## src/rtl/instr_sequencer.sv

```systemverilog
// Instruction sequencer: buffers 14-bit words from a host in a small FIFO and
// issues them one at a time to proc, waiting on Done and flagging a hung proc.
module instr_sequencer #(
    parameter int DEPTH   = 8,
    parameter int TIMEOUT = 7
) (
    input  logic                   Clock,
    input  logic                   Reset,
    input  logic [13:0]            InWord,
    input  logic                   InValid,
    output logic                   InReady,
    input  logic                   Enable,
    input  logic                   Done,
    output logic                   w,
    output logic [1:0]             F,
    output logic [1:0]             Rx,
    output logic [1:0]             Ry,
    output logic [7:0]             Data,
    output logic                   Busy,
    output logic                   Error,
    output logic [7:0]             Retired,
    output logic [$clog2(DEPTH):0] Level
);
    localparam int AW = $clog2(DEPTH);
    localparam int TW = $clog2(TIMEOUT + 1);
    localparam logic [AW-1:0] PTR_ONE   = AW'(1);
    localparam logic [AW-1:0] PTR_ZERO  = AW'(0);
    localparam logic [AW:0]   CNT_ONE   = (AW + 1)'(1);
    localparam logic [AW:0]   CNT_ZERO  = (AW + 1)'(0);
    localparam logic [AW:0]   CNT_FULL  = (AW + 1)'(DEPTH);
    localparam logic [TW-1:0] TCNT_ONE  = TW'(1);
    localparam logic [TW-1:0] TCNT_ZERO = TW'(0);
    localparam logic [TW-1:0] TCNT_LAST = TW'(TIMEOUT - 1);

    typedef enum logic [1:0] {
        S_IDLE  = 2'd0,
        S_ISSUE = 2'd1,
        S_WAIT  = 2'd2,
        S_HALT  = 2'd3
    } state_t;

    logic [13:0]   r_mem [DEPTH];
    logic [AW-1:0] r_wr_ptr;
    logic [AW-1:0] r_rd_ptr;
    logic [AW:0]   r_count;
    state_t        r_state;
    state_t        w_state_nxt;
    logic [TW-1:0] r_tcnt;
    logic          r_w;
    logic [1:0]    r_f;
    logic [1:0]    r_rx;
    logic [1:0]    r_ry;
    logic [7:0]    r_data;
    logic          r_error;
    logic [7:0]    r_retired;

    logic          w_full;
    logic          w_nonempty;
    logic          w_push;
    logic          w_issue;
    logic          w_retire;
    logic          w_tcnt_clr;
    logic          w_tcnt_inc;
    logic          w_set_error;
    logic [13:0]   w_head;

    assign w_full     = (r_count == CNT_FULL);
    assign w_nonempty = (r_count != CNT_ZERO);
    // A full FIFO refuses the host even if a pop happens in the same cycle.
    assign w_push     = InValid & ~w_full;
    assign w_head     = r_mem[r_rd_ptr];

    // FIFO storage; contents are don't-care until the pointers say otherwise
    always_ff @(posedge Clock) begin
        if (w_push) begin
            r_mem[r_wr_ptr] <= InWord;
        end
    end

    // FIFO pointers and occupancy
    always_ff @(posedge Clock) begin
        if (Reset) begin
            r_wr_ptr <= PTR_ZERO;
            r_rd_ptr <= PTR_ZERO;
            r_count  <= CNT_ZERO;
        end else begin
            if (w_push) begin
                r_wr_ptr <= r_wr_ptr + PTR_ONE;
            end
            if (w_issue) begin
                r_rd_ptr <= r_rd_ptr + PTR_ONE;
            end
            case ({w_push, w_issue})
                2'b10:   r_count <= r_count + CNT_ONE;
                2'b01:   r_count <= r_count - CNT_ONE;
                default: r_count <= r_count;
            endcase
        end
    end

    // Next-state and control decode
    always_comb begin
        w_state_nxt = r_state;
        w_issue     = 1'b0;
        w_retire    = 1'b0;
        w_tcnt_clr  = 1'b0;
        w_tcnt_inc  = 1'b0;
        w_set_error = 1'b0;
        case (r_state)
            S_IDLE: begin
                if (w_nonempty && Enable) begin
                    w_issue     = 1'b1;
                    w_state_nxt = S_ISSUE;
                end else begin
                    w_state_nxt = S_IDLE;
                end
            end
            S_ISSUE: begin
                w_tcnt_clr  = 1'b1;
                w_state_nxt = S_WAIT;
            end
            S_WAIT: begin
                if (Done) begin
                    w_retire = 1'b1;
                    // Back-to-back issue lands the next w on proc's T0.
                    if (w_nonempty && Enable) begin
                        w_issue     = 1'b1;
                        w_state_nxt = S_ISSUE;
                    end else begin
                        w_state_nxt = S_IDLE;
                    end
                end else begin
                    w_tcnt_inc = 1'b1;
                    if (r_tcnt == TCNT_LAST) begin
                        w_set_error = 1'b1;
                        w_state_nxt = S_HALT;
                    end else begin
                        w_state_nxt = S_WAIT;
                    end
                end
            end
            S_HALT: begin
                w_state_nxt = S_HALT;
            end
            default: begin
                w_state_nxt = S_IDLE;
            end
        endcase
    end

    // State register
    always_ff @(posedge Clock) begin
        if (Reset) begin
            r_state <= S_IDLE;
        end else begin
            r_state <= w_state_nxt;
        end
    end

    // WAIT-cycle counter for the Done timeout
    always_ff @(posedge Clock) begin
        if (Reset || w_tcnt_clr) begin
            r_tcnt <= TCNT_ZERO;
        end else if (w_tcnt_inc) begin
            r_tcnt <= r_tcnt + TCNT_ONE;
        end
    end

    // proc command outputs; fields stay put until the next issue
    always_ff @(posedge Clock) begin
        if (Reset) begin
            r_w    <= 1'b0;
            r_f    <= 2'b00;
            r_rx   <= 2'b00;
            r_ry   <= 2'b00;
            r_data <= 8'h00;
        end else begin
            r_w <= w_issue;
            if (w_issue) begin
                r_f    <= w_head[13:12];
                r_rx   <= w_head[11:10];
                r_ry   <= w_head[9:8];
                r_data <= w_head[7:0];
            end
        end
    end

    // Sticky timeout flag and retirement counter
    always_ff @(posedge Clock) begin
        if (Reset) begin
            r_error   <= 1'b0;
            r_retired <= 8'd0;
        end else begin
            if (w_set_error) begin
                r_error <= 1'b1;
            end
            if (w_retire) begin
                r_retired <= r_retired + 8'd1;
            end
        end
    end

    assign InReady = ~w_full;
    assign w       = r_w;
    assign F       = r_f;
    assign Rx      = r_rx;
    assign Ry      = r_ry;
    assign Data    = r_data;
    assign Busy    = (r_state == S_ISSUE) || (r_state == S_WAIT);
    assign Error   = r_error;
    assign Retired = r_retired;
    assign Level   = r_count;
endmodule

```

## config.mk

```make
export PLATFORM = sky130hd
export DESIGN_NAME = instr_sequencer
export DESIGN_NICKNAME = d
export VERILOG_FILES = /design/src/rtl/instr_sequencer.sv
export SDC_FILE = /design/constraint.sdc
export NUM_CORES = 1
export LEC_CHECK = 0
export BUFFER_PORTS_ARGS = -buffer_cell sky130_fd_sc_hd__buf_4
export CAP_MARGIN = 20
export CORE_ASPECT_RATIO = 0.6
export CORE_MARGIN = 2
export CORE_UTILIZATION = 43
export DETAILED_ROUTE_END_ITERATION = 8
export PLACE_DENSITY = 0.59
export SLEW_MARGIN = 5
export SYNTH_ARGS = -nofsm -noshare
export SYNTH_HDL_FRONTEND = slang
export SYNTH_SLANG_ARGS = --single-unit
```

## constraint.sdc

```tcl
create_clock -name Clock -period 7.3 [get_ports Clock]
set_clock_uncertainty 0.05 [all_clocks]
set_input_delay 0.73 -clock Clock [delete_from_list [all_inputs] [get_ports Clock]]
set_output_delay 0.73 -clock Clock [all_outputs]
set_load 0.01 [all_outputs]
```

==> reports/qor.yml, run 1 <==
timing:
  tns_ns: 0
  min_period_ns: 3.10
  timing.final.crit_share_pct: 42.5
  finalHoldWorstSlack_ns: 0.433
  setup_viol: 0
  worst_pin_slew_ns: 0.963
  rsz0062_at_grt: "no"
  hold_viol: 0
  slew_viol_final: 0
  maxSlewHeadroom_pct: 35.6
  fmax_mhz: 322
route:
  routedWlPerCell_um: 19.1
  num_vias: 3082
  first_pass_iters: 6
  vias_per_cell: 5.21
  drc_errors: 0
  totalWireLength_um: 11300
  ant_nets: 0
  first_iter_violations: 188
global_routing:
  grtUsageMet1_pct: 23.5
  grt_max_degree: 41
  grt_first_pass_wirelength_um: 17900
  grt.overflow.total: 0
  grtUsageMet3_pct: 4.68
  antenna_found_initial: 0
  grt_pass1_vias: 3136
  busiest_layer: "met2"
  gr-usage-met2_pct: 25.4
  grt_use_total_pct: 16.6
final_layout:
  fillers: 1097
  antenna-diode-count: 0
  layout.nets: 435
  area_growth_pct: 19.4
  drive_above_1_share_pct: 33.2
floorplanning:
  die-area_um2: 14900
  die-width_um: 156
  die_h_um: 95.4
  ios: 49
  start_util_pct: 44.0
  std_cell_rows: 33
  core_um2: 13600
critical_path:
  worstSetupEndpointType: "register"
  crit_chain: "inv_1 -> ha_1 -> and2_1 -> o211a_1 -> buf_4 -> ha_1 -> ha_1 -> a21oi_1 -> a21oi_1 -> or4_1 -> a21oi_1"
  slowest_stage: "or4_1"
  arrival_ns: 3.40
  timing.rr.start: "r_state[0]"
  critical_path_class: "reg2reg"
  ff2ff_path_depth: 11
  max_stage_delay_ns: 0.47
  crit_fanout: 35
  critical_path.endpoint: "Level[3]"
  worstPathRequired_ns: 7.60
  r2r_end: "Level[3]"
  start_kind: "register"
  critPathLaunch: "r_state[0]"
  reg2reg_slack_ns: 4.20
logic_synthesis:
  synth.top_cell.area_share_pct: 56.1
  yosysSeqAreaShare_pct: 69.2
  ys_types: 38
  ys_async_sr_fraction_pct: 0
  yosys_warnings: 0
  synth_area_leaders: "edfxtp_1, dfxtp_1, mux4_2, a211oi_2, mux2i_1"
  yosysTopAreaCell: "edfxtp_1"
  synth_ff_type: "edfxtp_1"
  synth_most_common_cell: "edfxtp_1"
  syn_nets: 382
  synth_edf_count: 112
  synth_area_um2: 5990
  synth_commonest_cells: "edfxtp_1, nor2_1, dfxtp_1"
  synthCells: 350
  ys_ff_latch: 151
  avgSynthCellArea_um2: 17.1
place:
  gp_congestion: 0.741
  port_buffers: 48
  dpl.hpwl_um: 6840
power:
  pwr-share-comb_pct: 22.6
  p_sw_uw: 735
  ir_worst_vdd_mv: 0.157
  netSwitchingFraction_pct: 29.2
  internal_power_uw: 1780
  seqPwrFrac_pct: 43.6
  total_leakage_power_uw: 0.00242
  power_density_nw_per_um2: 352
  clock_power_share_pct: 33.9
clock_network:
  cts-buffers-inserted: 17
  cts_tree: "done"
  htreeDepth: 4
  clockBufferDepth: 2
  cts_resized: 0
  cts_setup_buffers: 0
  clock-sinks: 151
  hold_buffers: 0
  cts-root-buf: "clkbuf_16"
  clk_pin_slew_ns: 0.06
  worstSkewPairLatency_ns: 0.41
status:
  outcome: "finished, final reports clean"
hold_path:
  min_from: "Error"
  hold_class: "reg2reg"
flow_run:
  cap_viol_max_count: 0
-- power groups by stage --
stage,combinational (uW),clock (uW),sequential [uW]
6_report,568,852,1100
5_1_grt,626,910,1110
4_1_cts,580,871,1100
3_5_place_dp,577,0,1120
3_3_place_gp,528,0,1140
2_1_floorplan,427,0,1090
-- final cells by class --
| cell class | count | area [um^2] | share of cell area, % |
|---|---|---|---|
| clock buffers | 18 | 429 | 6.00 |
| well taps | 175 | 219 | 3.06 |
| multi-input cells | 173 | 1750 | 24.4 |
| repair buffers | 54 | 438 | 6.12 |
| flip-flops and latches | 151 | 4150 | 57.9 |
| clock inverters | 14 | 155 | 2.17 |
| inverters | 6 | 22.5 | 0.315 |
-- cell families (layout without fill, tap and decap cells) --
kind of cell | Yosys count | in the layout | share of synthesized area, %
adders and majority gates | 13 | 13 | 2.84
and+or+nand+nor | 73 | 73 | 5.68
xor gates and xnor gates | 14 | 14 | 2.05
AOI/OAI and AO/OA | 29 | 29 | 4.59
buffers and inverters | 26 | 92 | 2.46
DFF | 151 | 151 | 69.2
muxes | 44 | 44 | 13.2
-- routing by layer --
layer  part of all wire (%)  routed length [um]
met1                     48                5380
met2                     47                5300
met3                    5.0                 568
met5                      0                   0
met4                   0.50                  57
-- cells in the final DEF (no fill, tap or decap), types with 2 or more instances in the layout --
master / count
edfxtp_1: 112
buf_4: 52
dfxtp_1: 37
nor2_1: 37
mux4_2: 28
clkbuf_16: 17
mux2i_1: 16
a211oi_2: 14
ha_1: 12
xor2_1: 11
a21oi_1: 7
inv_1: 6
inv_6: 6
nand2_1: 5
nand3_1: 4
nand4_1: 4
nor2_2: 3
nand2b_1: 3
xnor2_1: 3
clkinv_4: 3
or4_1: 2
nor3_2: 2
nor3_4: 2
nor2b_1: 2
a31oi_1: 2
nor3_1: 2
and3_1: 2
inv_8: 2
dfxtp_2: 2
-- worst min path at each step --
stage | cells after the start | end
after global routing | 2 | Error
final | 2 | Error
after detailed placement | 2 | Error
after global placement | 2 | Error
after floorplan | 1 | r_state[1]
after CTS | 2 | Error
-- through the flow --
step | area, um^2 | cells | utilization (%) | setup slack (ns) | total power, uW
final | 7160 | 591 | 52.5 | 4.20 | 2520
after global routing | 7160 | 591 | 52.5 | 3.96 | 2650
after CTS | 7130 | 590 | 52.3 | 4.19 | 2550
after detailed placement | 6540 | 558 | 48.0 | 3.97 | 1690
after global placement | 6520 | 557 | 47.9 | 4.10 | 1670
after floorplan | 5990 | 350 | - | 4.34 | 1520
-- critical path, delay by kind of cell (launching register included) --
family | cells | cell delay, ns
fa+ha+maj | 3 | 0.84
compound gates | 4 | 0.71
simple gates | 2 | 0.69
flops | 1 | 0.37
buf+inv | 2 | 0.36
-- flip-flops by register name, indices dropped and copies added, names as in the netlist, 3 cells and up --
signal    flops
Data          8
Level         4
Retired       8
r_mem       112
r_rd_ptr      3
r_tcnt        3
r_wr_ptr      3
No activity file was read; power rests on OpenSTA's default activity.
==> run 2, diff against run 1 <==
Clock period 7.3 ns to 3.12 ns, I/O delays scaled along.
==> run 2 against run 1 <==
  * Setup slack got worse by 4.0 ns
  * Die area stayed put
  * Final area grew 0.42%
  * Critical path depth is 3 lower
  * Wire length up 2.8%
  * Non-clock buffer count increased by 6
  * Final cell count rose by 1.0%
  * Combinational power increased by 140%
  * Global-route usage rose by 0.32 points
  * Clock-buffer cell count down 1
  * First-iteration DRC count up 4.8%
  * Via count up 2.6%
  * Critical path type unchanged
  * Critical endpoint unchanged
==> reports/qor.yml, run 2 (synthesis gave the netlist of run 1 again) <==
power:
  netSwitchingFraction_pct: 28.7
  total_leakage_power_uw: 0.00244
  pwr-share-comb_pct: 22.7
  power_density_nw_per_um2: 827
  ir_worst_vdd_mv: 0.347
  p_sw_uw: 1700
  seqPwrFrac_pct: 42.8
  internal_power_uw: 4240
  clock_power_share_pct: 34.5
clock_network:
  cts_setup_buffers: 0
  hold_buffers: 0
  cts-root-buf: "clkbuf_16"
  worstSkewPairLatency_ns: 0.42
  htreeDepth: 4
  clock-sinks: 151
  clockBufferDepth: 2
  cts_tree: "done"
  cts-buffers-inserted: 17
  cts_resized: 0
  clk_pin_slew_ns: 0.07
timing:
  rsz0062_at_grt: "no"
  tns_ns: 0
  maxSlewHeadroom_pct: 50.4
  slew_viol_final: 0
  timing.final.crit_share_pct: 93.3
  min_period_ns: 2.91
  worst_pin_slew_ns: 0.743
  finalHoldWorstSlack_ns: 0.0810
  setup_viol: 0
  fmax_mhz: 344
  hold_viol: 0
final_layout:
  layout_commonest_cell: "edfxtp_1"
  fin_area_um2: 7190
  drive_above_1_share_pct: 33.2
  largest_register: "r_mem"
  fillers: 1129
  final_cell_mix: "edfxtp_1, buf_4, nor2_1"
  layout.nets: 441
  area_growth_pct: 19.9
  antenna-diode-count: 0
  largest_register_ffs: 112
place:
  gp_congestion: 0.742
  port_buffers: 48
  dpl.hpwl_um: 6910
  placedInstanceArea_um2: 6590
floorplanning:
  ios: 49
  die_h_um: 95.4
  std_cell_rows: 33
  die-area_um2: 14900
  die-width_um: 156
  start_util_pct: 44.0
  core_um2: 13600
route:
  routedWlPerCell_um: 19.5
  vias_per_cell: 5.30
  first_iter_violations: 197
  first_pass_iters: 5
  num_vias: 3162
  ant_nets: 0
  drc_errors: 0
  totalWireLength_um: 11600
critical_path:
  critical_path_class: "reg2reg"
  worstPathRequired_ns: 3.40
  arrival_ns: 3.19
  start_kind: "register"
  crit_fanout: 7
  worstSetupEndpointType: "register"
global_routing:
  grt_pass1_vias: 3216
  grt.overflow.total: 0
  grt_max_degree: 41
  grt_use_total_pct: 16.9
  antenna_found_initial: 0
  grt_first_pass_wirelength_um: 18100
flow_run:
  cap_viol_max_count: 0
hold_path:
  hold_class: "in2reg"
status:
  outcome: "finished, final reports clean"
[run 2: cell types whose count changed in the layout (fill, tap and decap cells not counted), sizes merged]
cell,before,now
clkbuf,18,17
bufinv,1,2
buf,54,60
inv,14,13
clkinv,4,2
clkinvlp,1,4
[run 2: routing by layer]
layer | part of all wire (%) | vias to the layer above | GRT usage (%)
met5 | 0 | - | 0
met4 | 1.0 | 0 | 5.50
met3 | 5.1 | 17 | 4.36
met2 | 47 | 73 | 26.6
met1 | 47 | 1599 | 23.4
li1 | - | 1473 | -
[run 2: worst paths after layout]
kind / end / slack (ns) / startpoint / cells after the start
setup / recovery: Level[3] / 0.21 / Level[0] / 8
setup reg to reg: Level[3] / 0.21 / Level[0] / 8
hold reg to reg: Error / 0.44 / Error / 2
hold / removal: r_mem[3][9] / 0.08 / InWord[9] / 1
[run 2: cell type report]
class,count,area [um^2],share of cell area [%]
sequential,151,4150,57.7
multi-input combinational,173,1730,24.1
timing repair buffer,60,475,6.62
clock buffer,17,425,5.92
tap,175,219,3.05
clock inverter,15,166,2.32
inverter,6,22.5,0.313
[run 2: worst max-delay path: stages (launching register included)]
cell and delay, ns:
dfxtp_1 0.36, or4b_1 0.64, nand2_2 0.24, ha_1 0.23, ha_1 0.29, a21oi_1 0.23
a21oi_1 0.11, or4_1 0.49, a21oi_1 0.19
[run 2: through the flow]
step                setup slack [ns]  instances  total power, uW  util [%]
global placement               0.430        565             3920      48.4
detailed placement             0.232        565             3960      48.4
finish                         0.210        597             5940      52.7
floorplan                      0.250        350             3550         -
global route                  0.0672        597             6230      52.7
CTS                            0.225        597             6020      52.7
[run 2: power groups by stage]
stage | Clock (uW) | Sequential, uW | Combinational (uW)
2_1_floorplan | 0 | 2550 | 1000
3_3_place_gp | 0 | 2580 | 1340
3_5_place_dp | 0 | 2590 | 1360
4_1_cts | 2090 | 2550 | 1370
5_1_grt | 2160 | 2580 | 1490
6_report | 2050 | 2540 | 1350
